--- config.mk ---
export PLATFORM = sky130hd
export DESIGN_NAME = signal_gen
export DESIGN_NICKNAME = d
export VERILOG_FILES = /design/src/rtl/signal_pkg.sv /design/src/rtl/signal_tick.sv /design/src/rtl/signal_gen.sv
export SDC_FILE = /design/constraint.sdc
export NUM_CORES = 1
export LEC_CHECK = 0
export ABC_AREA = 1
export BUFFER_PORTS_ARGS = -buffer_cell sky130_fd_sc_hd__buf_2
export CAP_MARGIN = 10
export CORE_ASPECT_RATIO = 1.1
export CORE_MARGIN = 2
export CORE_UTILIZATION = 40
export DETAILED_ROUTE_END_ITERATION = 6
export PLACE_DENSITY = 0.52
export SKIP_LAST_GASP = 1
export SLEW_MARGIN = 20
export SYNTH_ARGS = -nofsm -noshare
export SYNTH_HDL_FRONTEND = slang
export SYNTH_SLANG_ARGS = --single-unit
export TNS_END_PERCENT = 20
--- constraint.sdc ---
create_clock -name i_clk -period 4.15 [get_ports i_clk]
set_clock_uncertainty 0.05 [all_clocks]
set_input_delay 0.2075 -clock i_clk [delete_from_list [all_inputs] [get_ports i_clk]]
set_output_delay 0.2075 -clock i_clk [all_outputs]
set_load 0.03 [all_outputs]
--- src/rtl/signal_pkg.sv ---
// ============================================================================
// Module  : signal_pkg
// Brief   : Shared types, mode constants and bit-length helper for the
//           single-wire PWM/OWT sample protocol (transmit and receive side).
// Revision: 1.0
// ============================================================================
`default_nettype none

package signal_pkg;

    typedef enum logic [2:0] {
        IDLE = 3'd0,
        HI   = 3'd1,
        LO   = 3'd2,
        RUN  = 3'd3,
        PAR  = 3'd4
    } sig_state_e;

    localparam int MODE_PWM = 0;
    localparam int MODE_OWT = 1;

    // Samples in the first level run of a bit: the whole bit for OWT,
    // the high phase for PWM.
    function automatic int bit_samples(input int mode, input logic b,
                                       input int run_len, input int one_hi,
                                       input int zero_hi);
        if (mode == MODE_OWT) begin
            return run_len;
        end
        return b ? one_hi : zero_hi;
    endfunction

endpackage

`default_nettype wire

--- src/rtl/signal_tick.sv ---
// ============================================================================
// Module  : signal_tick
// Brief   : Sample-rate divider; strobes o_tick once every SMP_DIV enabled
//           clocks, starting on the first enabled clock after a clear.
// Revision: 1.0
// ============================================================================
`default_nettype none

module signal_tick #(
    parameter int SMP_DIV = 4,
    parameter int CNT_W   = 10
) (
    input  logic i_clk,
    input  logic i_rst,
    input  logic i_clr,
    input  logic i_en,
    output logic o_tick
);

    localparam logic [CNT_W-1:0] c_last = CNT_W'(SMP_DIV - 1);

    logic [CNT_W-1:0] cnt_q;
    logic [CNT_W-1:0] cnt_d;

    always_comb begin
        cnt_d = cnt_q;
        if (i_clr) begin
            cnt_d = '0;
        end else if (i_en) begin
            cnt_d = (cnt_q == c_last) ? '0 : cnt_q + CNT_W'(1);
        end
    end

    always_ff @(posedge i_clk or posedge i_rst) begin
        if (i_rst) begin
            cnt_q <= '0;
        end else begin
            cnt_q <= cnt_d;
        end
    end

    assign o_tick = i_en && (cnt_q == '0);

endmodule

`default_nettype wire

--- src/rtl/signal_gen.sv ---
// ============================================================================
// Module  : signal_gen
// Brief   : Transmit encoder: serialises handshaked words MSB first into a
//           paced PWM or OWT sample stream. Optional even-parity bit when
//           SIGNAL_GEN_PARITY_EN is defined.
// Revision: 1.0
// ============================================================================
`default_nettype none

module signal_gen
    import signal_pkg::*;
#(
    parameter int DATA_W  = 8,
    parameter int CNT_W   = 10,
    parameter int MODE    = 1,
    parameter int SMP_DIV = 4,
    parameter int RUN_LEN = 6,
    parameter int SYM_LEN = 12,
    parameter int ONE_HI  = 8,
    parameter int ZERO_HI = 4
) (
    input  logic              i_clk,
    input  logic              i_rst,
    input  logic              i_tx_vld,
    input  logic [DATA_W-1:0] i_tx_data,
    output logic              o_tx_rdy,
    output logic              o_vld,
    output logic              o_vld_data,
    output logic              o_busy
);

`ifdef SIGNAL_GEN_PARITY_EN
    localparam int PAR_BITS = 1;
`else
    localparam int PAR_BITS = 0;
`endif
    localparam int SH_W = DATA_W + PAR_BITS;

    localparam logic [CNT_W-1:0] c_frame_bits = CNT_W'(SH_W);
    localparam logic [CNT_W-1:0] c_last_bit   = CNT_W'(SH_W - 1);
    localparam logic [CNT_W-1:0] c_run_last   = CNT_W'(RUN_LEN - 1);
    localparam logic [CNT_W-1:0] c_sym_len    = CNT_W'(SYM_LEN);
    localparam logic [CNT_W-1:0] c_one        = CNT_W'(1);
    localparam sig_state_e       c_bit_state  = (MODE == MODE_PWM) ? HI : RUN;

`ifdef ASSERT_ON
    if (SMP_DIV < 1 || ONE_HI < 1 || ONE_HI > SYM_LEN - 1 ||
        ZERO_HI < 1 || ZERO_HI > SYM_LEN - 1) begin : g_param_check
        $fatal(1, "signal_gen: illegal SMP_DIV/ONE_HI/ZERO_HI");
    end
`endif

    sig_state_e       state_q, state_d;
    logic [SH_W-1:0]  shift_q, shift_d;
    logic [CNT_W-1:0] bit_q, bit_d;
    logic [CNT_W-1:0] run_q, run_d;
    logic             vld_q, vld_d;
    logic             vdat_q, vdat_d;
    logic             rdy_q, rdy_d;

    logic             tick;
    logic             tick_clr;
    logic             adv;
    logic             lvl;
    logic             cur_bit;
    logic [CNT_W-1:0] hi_len;
    logic [CNT_W-1:0] hi_last;
    logic [CNT_W-1:0] lo_last;
    logic [SH_W-1:0]  load_w;

    assign cur_bit = shift_q[SH_W-1];
    assign hi_len  = CNT_W'(bit_samples(MODE_PWM, cur_bit, RUN_LEN, ONE_HI, ZERO_HI));
    assign hi_last = hi_len - c_one;
    assign lo_last = c_sym_len - hi_len - c_one;

`ifdef SIGNAL_GEN_PARITY_EN
    assign load_w = {i_tx_data, ^i_tx_data};
`else
    assign load_w = i_tx_data;
`endif

    signal_tick #(
        .SMP_DIV(SMP_DIV),
        .CNT_W  (CNT_W)
    ) u_tick (
        .i_clk (i_clk),
        .i_rst (i_rst),
        .i_clr (tick_clr),
        .i_en  (state_q != IDLE),
        .o_tick(tick)
    );

    always_comb begin
        state_d  = state_q;
        shift_d  = shift_q;
        bit_d    = bit_q;
        run_d    = run_q;
        vld_d    = 1'b0;
        vdat_d   = vdat_q;
        tick_clr = 1'b0;
        adv      = 1'b0;
        lvl      = 1'b0;

        if (state_q == IDLE) begin
            tick_clr = 1'b1;
            if (i_tx_vld && rdy_q) begin
                shift_d = load_w;
                bit_d   = '0;
                run_d   = '0;
                state_d = c_bit_state;
            end
        end else if (tick) begin
            // All bits sent: this tick closes the last sample's window.
            if (bit_q == c_frame_bits) begin
                state_d = IDLE;
            end else begin
                vld_d = 1'b1;
                run_d = run_q + c_one;
                case (state_q)
                    HI: begin
                        lvl = 1'b1;
                        if (run_q == hi_last) begin
                            run_d   = '0;
                            state_d = LO;
                        end
                    end
                    LO: begin
                        lvl = 1'b0;
                        adv = (run_q == lo_last);
                    end
`ifdef SIGNAL_GEN_PARITY_EN
                    PAR: begin
                        if (MODE == MODE_PWM) begin
                            lvl = 1'b1;
                            if (run_q == hi_last) begin
                                run_d   = '0;
                                state_d = LO;
                            end
                        end else begin
                            lvl = cur_bit;
                            adv = (run_q == c_run_last);
                        end
                    end
`endif
                    default: begin
                        lvl = cur_bit;
                        adv = (run_q == c_run_last);
                    end
                endcase
                vdat_d = lvl;
            end
        end

        if (adv) begin
            run_d   = '0;
            shift_d = shift_q << 1;
            bit_d   = bit_q + c_one;
            if (bit_q != c_last_bit) begin
                state_d = c_bit_state;
`ifdef SIGNAL_GEN_PARITY_EN
                if (bit_q == CNT_W'(DATA_W - 1)) begin
                    state_d = PAR;
                end
`endif
            end
        end

        rdy_d = (state_d == IDLE);
    end

    always_ff @(posedge i_clk or posedge i_rst) begin
        if (i_rst) begin
            state_q <= IDLE;
            shift_q <= '0;
            bit_q   <= '0;
            run_q   <= '0;
            vld_q   <= 1'b0;
            vdat_q  <= 1'b0;
            rdy_q   <= 1'b0;
        end else begin
            state_q <= state_d;
            shift_q <= shift_d;
            bit_q   <= bit_d;
            run_q   <= run_d;
            vld_q   <= vld_d;
            vdat_q  <= vdat_d;
            rdy_q   <= rdy_d;
        end
    end

    assign o_tx_rdy   = rdy_q;
    assign o_vld      = vld_q;
    assign o_vld_data = vdat_q;
    assign o_busy     = (state_q != IDLE);

endmodule

`default_nettype wire

# Word level (Yosys, flattened, before mapping)
# Index checks and enable logic that the tools add are counted.
# op_classes
mux,33
n_eq_ne,10
n_bitwise,2
addsub,6
n_reduce_logical,13
# ops
cell,count
10-bit 2-to-1 mux,12
10-bit by 1-bit adder with 10-bit output (second input constant),3
3-bit 2-to-1 mux,8
8-bit 2-to-1 mux,3
10-bit == test,2
10-bit by 2-bit == test with 1-bit output (second input constant),1
10-bit by 3-bit == test with 1-bit output (second input constant),1
10-bit by 4-bit == test with 1-bit output (second input constant),1
10-bit logical NOT,1
10-bit by 3-bit != test with 1-bit output (second input constant),1
1-bit 2-to-1 mux,7
3-bit logical NOT,2
3-bit AND reduction,2
2-bit nonzero test,3
3-bit nonzero test,2
5-bit by 2-bit subtractor with 6-bit output (second input constant),1
4-bit by 1-bit subtractor with 5-bit output (second input constant),1
4-bit by 4-bit subtractor with 5-bit output (first input constant),1
4-bit 2-to-1 mux,1
1-bit case mux with 2 select lines,2
3-bit by 1-bit == test with 1-bit output (second input constant),1
3-bit by 2-bit == test with 1-bit output (second input constant),1
3-bit by 2-bit != test with 1-bit output (second input constant),1
3-bit != test (second input constant),1
3 further kinds,5
# word_totals
elab_cells,72
ff_bits,44

# Logic depth before layout (Yosys ltp)
# Gate-level depths: netlist of the first run.
# depth
depth_word,11
mapped_depth,12

# By module
# From an unflattened synthesis of the first run, not the netlist that was laid out.
# hier_totals
hier_cells,367
hier_area_um2,2730.1
# modules_own_cells
module,area_each_um2,cells_each,instances
signal_gen,2033.2,273,1
signal_tick,696.9,94,1

# Worst setup path after synthesis of the first run
# No wires, ideal clock.
# synth_timing
path_type,flip-flop to flip-flop
startpoint,reg u_tick.cnt_q[0]
endpoint,"reg rdy_q, in the netlist o_tx_rdy"
path_buffers,1
stages_incl_launch_ff,12
path_slack_ps,2538
arrival_time_ps,1493
period_less_slack_ps,1612
required_time_ps,4031
cell_sequence,dfrtp_1 inv_1 ha_1 nand3_1 nor2_4 nand3_4 nor2_4 buf_8 nand3_4 nand2_2 nand2_2 nor2_2
# synth_via
elab_chain_cells,7
word_cells_on_any_way,9
cone_classes,mux: 6; reduce/logical: 3
# synth_lines
element,line_no,source
"start, declared",signal_tick.sv:22,logic [CNT_W-1:0] cnt_q;
"start signal, assigned",signal_tick.sv:38,cnt_q <= cnt_d;
10-bit logical NOT (*),signal_tick.sv:42,assign o_tick = i_en && (cnt_q == '0);
1-bit logical AND (*),signal_tick.sv:42,
3-bit 2-to-1 mux,signal_gen.sv:112,end else if (tick) begin
3-bit 2-to-1 mux,signal_gen.sv:104,if (state_q == IDLE) begin
3-bit 2-to-1 mux,signal_gen.sv:158,if (bit_q != c_last_bit) begin
3-bit 2-to-1 mux (*),signal_gen.sv:154,if (adv) begin
3-bit logical NOT (*),signal_gen.sv:168,rdy_d = (state_d == IDLE);
net rdy_d,signal_gen.sv:59,"logic rdy_q, rdy_d;"
"end signal, assigned",signal_gen.sv:187,rdy_q <= rdy_d;
"end, declared",signal_gen.sv:59,
# Mark *: on every way through the listed nets, which the timed path passes. The rest lies on a longest branch.
# A chain may end at the register's enable or synchronous reset.

# Worst setup path in the final report of the first run
# layout_timing
startpoint,reg state_q[1]
endpoint,reg run_q[9]
# layout_via
elab_chain_cells,7
word_cells_on_any_way,18
cone_classes,eq/ne: 4; mux: 9; reduce/logical: 5
# layout_lines
element,line_no,source
"start, declared",signal_gen.sv:53,"sig_state_e state_q, state_d;"
"start signal, assigned",signal_gen.sv:181,state_q <= state_d;
3-bit by 2-bit == test with 1-bit output / 3-bit by 1-bit == test with 1-bit output (equally long branches),signal_gen.sv:119,case (state_q)
1-bit case mux with 2 select lines,signal_gen.sv:119,
1-bit 2-to-1 mux,signal_gen.sv:114,if (bit_q == c_frame_bits) begin
1-bit 2-to-1 mux,signal_gen.sv:112,
1-bit 2-to-1 mux,signal_gen.sv:104,
3-bit by 2-bit != test with 1-bit output (no source line) (tied with other cells),--,
3-bit AND reduction (no source line),--,
"end signal, assigned",signal_gen.sv:184,run_q <= run_d;
"end, declared",signal_gen.sv:56,"logic [CNT_W-1:0] run_q, run_d;"
# Several ways; a longest one is shown, not always the timed one. The select of a mux whose other input is x is not followed.

==> results of run 1 <==
-- logic make-up (layout without fill, tap and decap cells) --
logic type | count (synthesis) | in the layout | synth area share, %
DFF | 44 | 44 | 42.97
and+or+nand+nor | 177 | 177 | 34.62
xor gates and xnor gates | 17 | 17 | 5.811
AOI/OAI and AO/OA | 26 | 26 | 5.273
buffers and inverters | 47 | 60 | 8.887
adders and majority gates | 5 | 5 | 2.441
-- registers in the layout, indices dropped and copies added, names as in the netlist --
name          count
bit_q            10
run_q            10
o_tx_rdy          1
o_vld_data        1
state_q           3
u_tick.cnt_q     10
o_vld             1
shift_q           8
-- area by class of cell --
| type | count | area [um^2] |
|---|---|---|
| Sequential cell | 44 | 1101 |
| Inverter | 38 | 145.1 |
| Timing Repair Buffer | 14 | 70.07 |
| Tap cell | 80 | 100.1 |
| Clock inverter | 2 | 10.01 |
| Clock buffer | 6 | 82.58 |
| Fill cell | 679 | 3451 |
| Multi-Input combinational cell | 225 | 1234 |
-- layout by cell type, fill, tap and decap left out --
cell type	count
dfrtp_1	44
and2_4	1
clkbuf_8	6
inv_4	1
ha_1	5
nand3_1	53
nand4_1	9
a31oi_1	1
clkinv_2	2
nor2_1	33
and3_1	1
inv_1	34
nand3_4	2
nand2_4	2
xor2_1	14
xnor2_1	3
buf_2	14
nand2_2	4
nor2_4	4
nor2_2	5
o21ai_1	8
nand2_1	50
nor3_1	10
a21oi_1	7
o21ai_0	9
inv_2	3
nand3_2	3
o41ai_1	1
-- worst register-to-register path, stage by stage (launching register included) --
cell,delay [ns]
dfrtp_1,0.41
nor2_1,0.18
nand2_2,0.22
inv_1,0.43
nor2_1,0.15
nor2_4,0.32
inv_1,0.16
nand2_1,0.08
nand2_1,0.06
-- routing by layer --
metal  vias up  track usage, %  share of wire, %
met2        19           28.03                49
met4         0           3.698               1.1
met3         5           3.402               2.1
li1       1048               -                 -
met1       950           22.40                48
met5         -               0                 0
-- where the power goes --
part	total [W]	internal (W)	switching, W	leakage (nW)
combinational	0.0000127	0.00000330	0.00000941	0.883
clock	0.000275	0.000133	0.000142	0.0510
sequential	0.000428	0.000428	0	0.465
-- stage by stage --
stage               cell area (um^2)  worst slack (ns)
floorplan                       2562             2.538
global placement                2650             2.108
finish                          2743             1.992
CTS                             2743             1.959
detailed placement              2650             1.987
global route                    2743             1.799
-- worst paths after layout --
kind                                             start                     end  cells after the start
worst min-delay path                             i_rst      o_tx_rdy$_DFF_PP0_                      2
min in group i_clk                        i_tx_data[0]  shift_q[0]$_DFFE_PP0P_                      3
worst min register to register  shift_q[0]$_DFFE_PP0P_  shift_q[0]$_DFFE_PP0P_                      2
worst max-delay path              state_q[1]$_DFF_PP0_    run_q[9]$_DFFE_PP0P_                      8
worst max register to register    state_q[1]$_DFF_PP0_    run_q[9]$_DFFE_PP0P_                      8
max in group asynchronous                        i_rst    run_q[0]$_DFFE_PP0P_                      2
==> results.yml, run 1 <==
run_status:
  status: "complete, no violations"
synth:
  synth_edf_count: 0
  synthFlopType: "dfrtp_1"
  synth_nets: 332
  yosysWarnings: 0
  ys_seq_area_share_pct: 42.97
  syn_inst: 316
  synthDominantCellAreaShare_pct: 42.97
  synth.avg_cell_area_um2: 8.109
  synth_top_area_cell: "dfrtp_1"
  yosysMostFrequentCell: "nand3_1"
  synthTopCellsByCount: "nand3_1 (53), nand2_1 (50), dfrtp_1 (44)"
  synth_top_cells_by_area: "dfrtp_1 (43%), nand3_1 (10%), nand2_1 (7.3%)"
  synthesis.area_um2: 2562
  async_flop_share_pct: 100.0
  ys_types: 29
  synth-seq-cells: 44
setup_path:
  crit_chain: "nor2_1 > nand2_2 > inv_1 > nor2_1 > nor2_4 > inv_1 > nand2_1 > nand2_1"
  end_kind: "register"
  cp_data_arrival_time_ns: 2.29
  cp_num_buf_inv: 2
  ff2ff_setup_slack_ns: 1.99
  crit_path_max_fanout: 16
  critical_path_required_ns: 4.28
  cp_slowest_cell: "inv_1"
  slowest_delay_ns: 0.43
  cp-start-kind: "register"
  cp_top_family: "simple AND/OR/NAND/NOR gates"
  criticalPathCategory: "register to register"
pwr:
  total_power_w: 0.0007157
  ir_drop_mv: 0.1708
  p_leak_nw: 1.399
  p_per_area_nw_per_um2: 261.0
global_routing:
  grtUsageTotal_pct: 16.71
  antenna_found_initial: 0
  first_global_vias: 2018
  grt_pass1_wl_mm: 9.384
  grt_overflow: 0
  grt_max_degree: 45
routing:
  drc: 0
  drtIter0Drc: 63
  route.final.wire_length_mm: 5.117
  vias_per_cell: 4.944
  ant_nets: 0
  wl_per_cell_um: 12.51
  vias: 2022
  firstDrtPassIters: 4
clock_tree:
  cts.repair.resized: 0
  root_buffer: "clkbuf_8"
  cts.sinks: 44
  postCtsSetupBuffers: 0
  holdBufCountCts: 0
  clock_path_buffers: 2
  tritoncts: "built"
  clock_latency_ns: 0.29
  htreeDepth: 2
  cts-buffers-inserted: 5
  clk_pin_slew_ns: 0.08
placement:
  dp_hpwl_mm: 3.642
  io_buffers: 14
  place_congestion: 0.8101
  dp_cells: 401
finish:
  syn_to_final_growth_pct: 7.031
  diodes: 0
  drive_gt1_share_pct: 14.29
  layout.cells.non_filler: 409
  final_util_pct: 44.28
  num-nets-final: 344
timing:
  rsz0062_at_grt: "false"
  slew-limit-headroom_pct: 37.24
  hold_violations: 0
  finalCriticalPeriod_ns: 2.158
  finalSetupTns_ns: 0
  finalCritPeriodShare_pct: 52.00
  tightest_slew_ns: 0.9400
  whs_ns: 0.07068
  finalSetupViolCount: 0
  fmax_mhz: 463.4
  slew_violations: 0
floorplan:
  die_w_um: 80.32
  num_rows: 30
  core_area_um2: 6193
  floorplan.io_pins: 15
  die_y_um: 87.95
  initial_core_util_pct: 41.37
  fp.dieArea_um2: 7063
flow_run:
  cap_violations: 0
hold_path:
  hold_class: "input pin to async pin"
No activity file was read; power rests on OpenSTA's default activity.
==> inputs of run 2 (changes only) <==
- clock period: 4.15 -> 2.2 ns (I/O delays scaled with it)
==> run 2 against run 1 <==
Effect of this change: sequential power grew 89%; non-clock buffer count is 14 higher; final area grew 5.0%; count of clock-buffer cells in the layout increased by 2; setup slack worse by 1.6 ns; total power increased by 93%; wire length increased by 1.3%; clock power rose by 93%; sequential share of layout area is 1.9 points lower; global-route usage shrank 0.087 points; hold slack better by 0.27 ns; via count rose by 2.1%; critical path type unchanged; largest cell class unchanged; highest routed layer unchanged.
==> results.yml, run 2 (same netlist as run 1, synthesis figures left out) <==
finish:
  fillers: 646
  reg_top3: "bit_q x10, run_q x10, u_tick.cnt_q x10"
  syn_to_final_growth_pct: 12.40
  final_cell_mix: "nand3_1 (53), nand2_1 (50), dfrtp_1 (44)"
  diodes: 0
  num-nets-final: 358
  final_area_um2: 2880
  drive_gt1_share_pct: 14.58
  final_common_cell: "nand3_1"
  multiInputGateArea_um2: 1234
  final-seq-area_um2: 1101
  layout.cells.non_filler: 423
clock_tree:
  root_buffer: "clkbuf_8"
  tritoncts: "built"
  cts-buffers-inserted: 5
  clk_pin_slew_ns: 0.08
  cts.sinks: 44
  clock_latency_ns: 0.30
  htreeDepth: 2
  postCtsSetupBuffers: 0
  clock_path_buffers: 2
setup_path:
  regToRegEndpoint: "bit_q[2]$_DFFE_PP0P_"
  cp-start-kind: "register"
  critical_path_required_ns: 2.33
  worstSetupStartpoint: "u_tick.cnt_q[0]$_DFF_PP0_"
  criticalPathCategory: "register to register"
  end_kind: "register"
  crit_path_max_fanout: 22
  r2r-start: "u_tick.cnt_q[0]$_DFF_PP0_"
  setup.worst_path.end: "bit_q[2]$_DFFE_PP0P_"
  reg2regPathDepth: 9
  cp_data_arrival_time_ns: 1.91
  ff2ff_setup_slack_ns: 0.42
timing:
  finalCriticalPeriod_ns: 1.779
  finalSetupViolCount: 0
  slew_violations: 0
  hold_violations: 0
  fmax_mhz: 562.0
  rsz0062_at_grt: "false"
  tightest_slew_ns: 0.6182
  slew-limit-headroom_pct: 58.74
  finalCritPeriodShare_pct: 80.88
  finalSetupTns_ns: 0
global_routing:
  grt_max_degree: 45
  antenna_found_initial: 0
  grt_overflow: 0
  grtUsageTotal_pct: 16.63
  first_global_vias: 2003
  grt_pass1_wl_mm: 9.170
pwr:
  ir_drop_mv: 0.2758
  p_leak_nw: 1.462
  p_per_area_nw_per_um2: 478.6
placement:
  io_buffers: 14
  dp_cells: 406
  place_area_um2: 2700
  dp_hpwl_mm: 3.621
  place_congestion: 0.8106
floorplan:
  num_rows: 30
  initial_core_util_pct: 41.37
  core_area_um2: 6193
  floorplan.io_pins: 15
  fp.dieArea_um2: 7063
  die_w_um: 80.32
  die_y_um: 87.95
routing:
  ant_nets: 0
  vias: 2065
  firstDrtPassIters: 4
  drtIter0Drc: 77
  vias_per_cell: 4.882
  route.final.wire_length_mm: 5.185
  wl_per_cell_um: 12.26
  drc: 0
hold_path:
  hold_class: "input pin to async pin"
run_status:
  status: "complete, no violations"
flow_run:
  cap_violations: 0
## run 2: cell types whose count changed in the layout (fill, tap and decap cells not counted), sizes merged
cell         previous run  this run
buf                    14        19
clkbuf                  6         8
clkinv                  2         0
dlygate4sd3             0         9
## run 2: layout make-up
cell class	instances	area share, %
multi-input cells	225	42.83
flip-flops and latches	44	38.23
repair buffers	28	7.298
inverters	38	5.039
well taps	80	3.475
clock buffers	8	3.128
## run 2: metal layers
metal	share of wire, %	GRT usage (%)
met4	0.93	4.160
met2	49	29.02
met3	3.4	3.093
met1	47	21.30
met5	0	0
## run 2: critical path: stages, from the launching register on
cell and delay [ns]:
dfrtp_1 0.43, inv_1 0.10, ha_1 0.14, nand3_1 0.12, nor2_4 0.19, nand3_4 0.10
nor2_4 0.16, nand2_4 0.18, nand3_1 0.11, o21ai_0 0.09
## run 2: worst min-delay path by stage
stage	end	slack [ns]	from	cells after the start
finish	run_q[8]$_DFFE_PP0P_	0.34	i_rst	4
global route	run_q[8]$_DFFE_PP0P_	0.37	i_rst	4
CTS	run_q[9]$_DFFE_PP0P_	0.33	i_rst	4
detailed placement	u_tick.cnt_q[2]$_DFF_PP0_	0.12	i_rst	3
global placement	u_tick.cnt_q[2]$_DFF_PP0_	0.12	i_rst	3
floorplan	shift_q[0]$_DFFE_PP0P_	0.18	i_tx_data[0]	2
## run 2: what timing repair did
action,in CTS,in global routing
endpoints found under the hold margin,52,0
resized for setup,0,0
endpoints found under the setup margin,0,0
hold buffers,9,0
## run 2: stage by stage
step / worst slack (ns) / power (W) / hold slack, ns / util [%]
after floorplan: 0.5877 / 0.0008360 / 0.1768 / -
after detailed placement: 0.3761 / 0.0008546 / 0.1182 / 43.60
after global routing: 0.2025 / 0.001446 / 0.3712 / 46.51
after global placement: 0.4260 / 0.0008545 / 0.1161 / 43.60
after CTS: 0.3815 / 0.001406 / 0.3340 / 46.51
final: 0.4206 / 0.001379 / 0.3373 / 46.51
## run 2: power by group
group	switching (W)	internal [W]
Combinational	0.0000204	0.0000204
Sequential	0	0.000808
Clock	0.000273	0.000257
Total	0.000294	0.00108
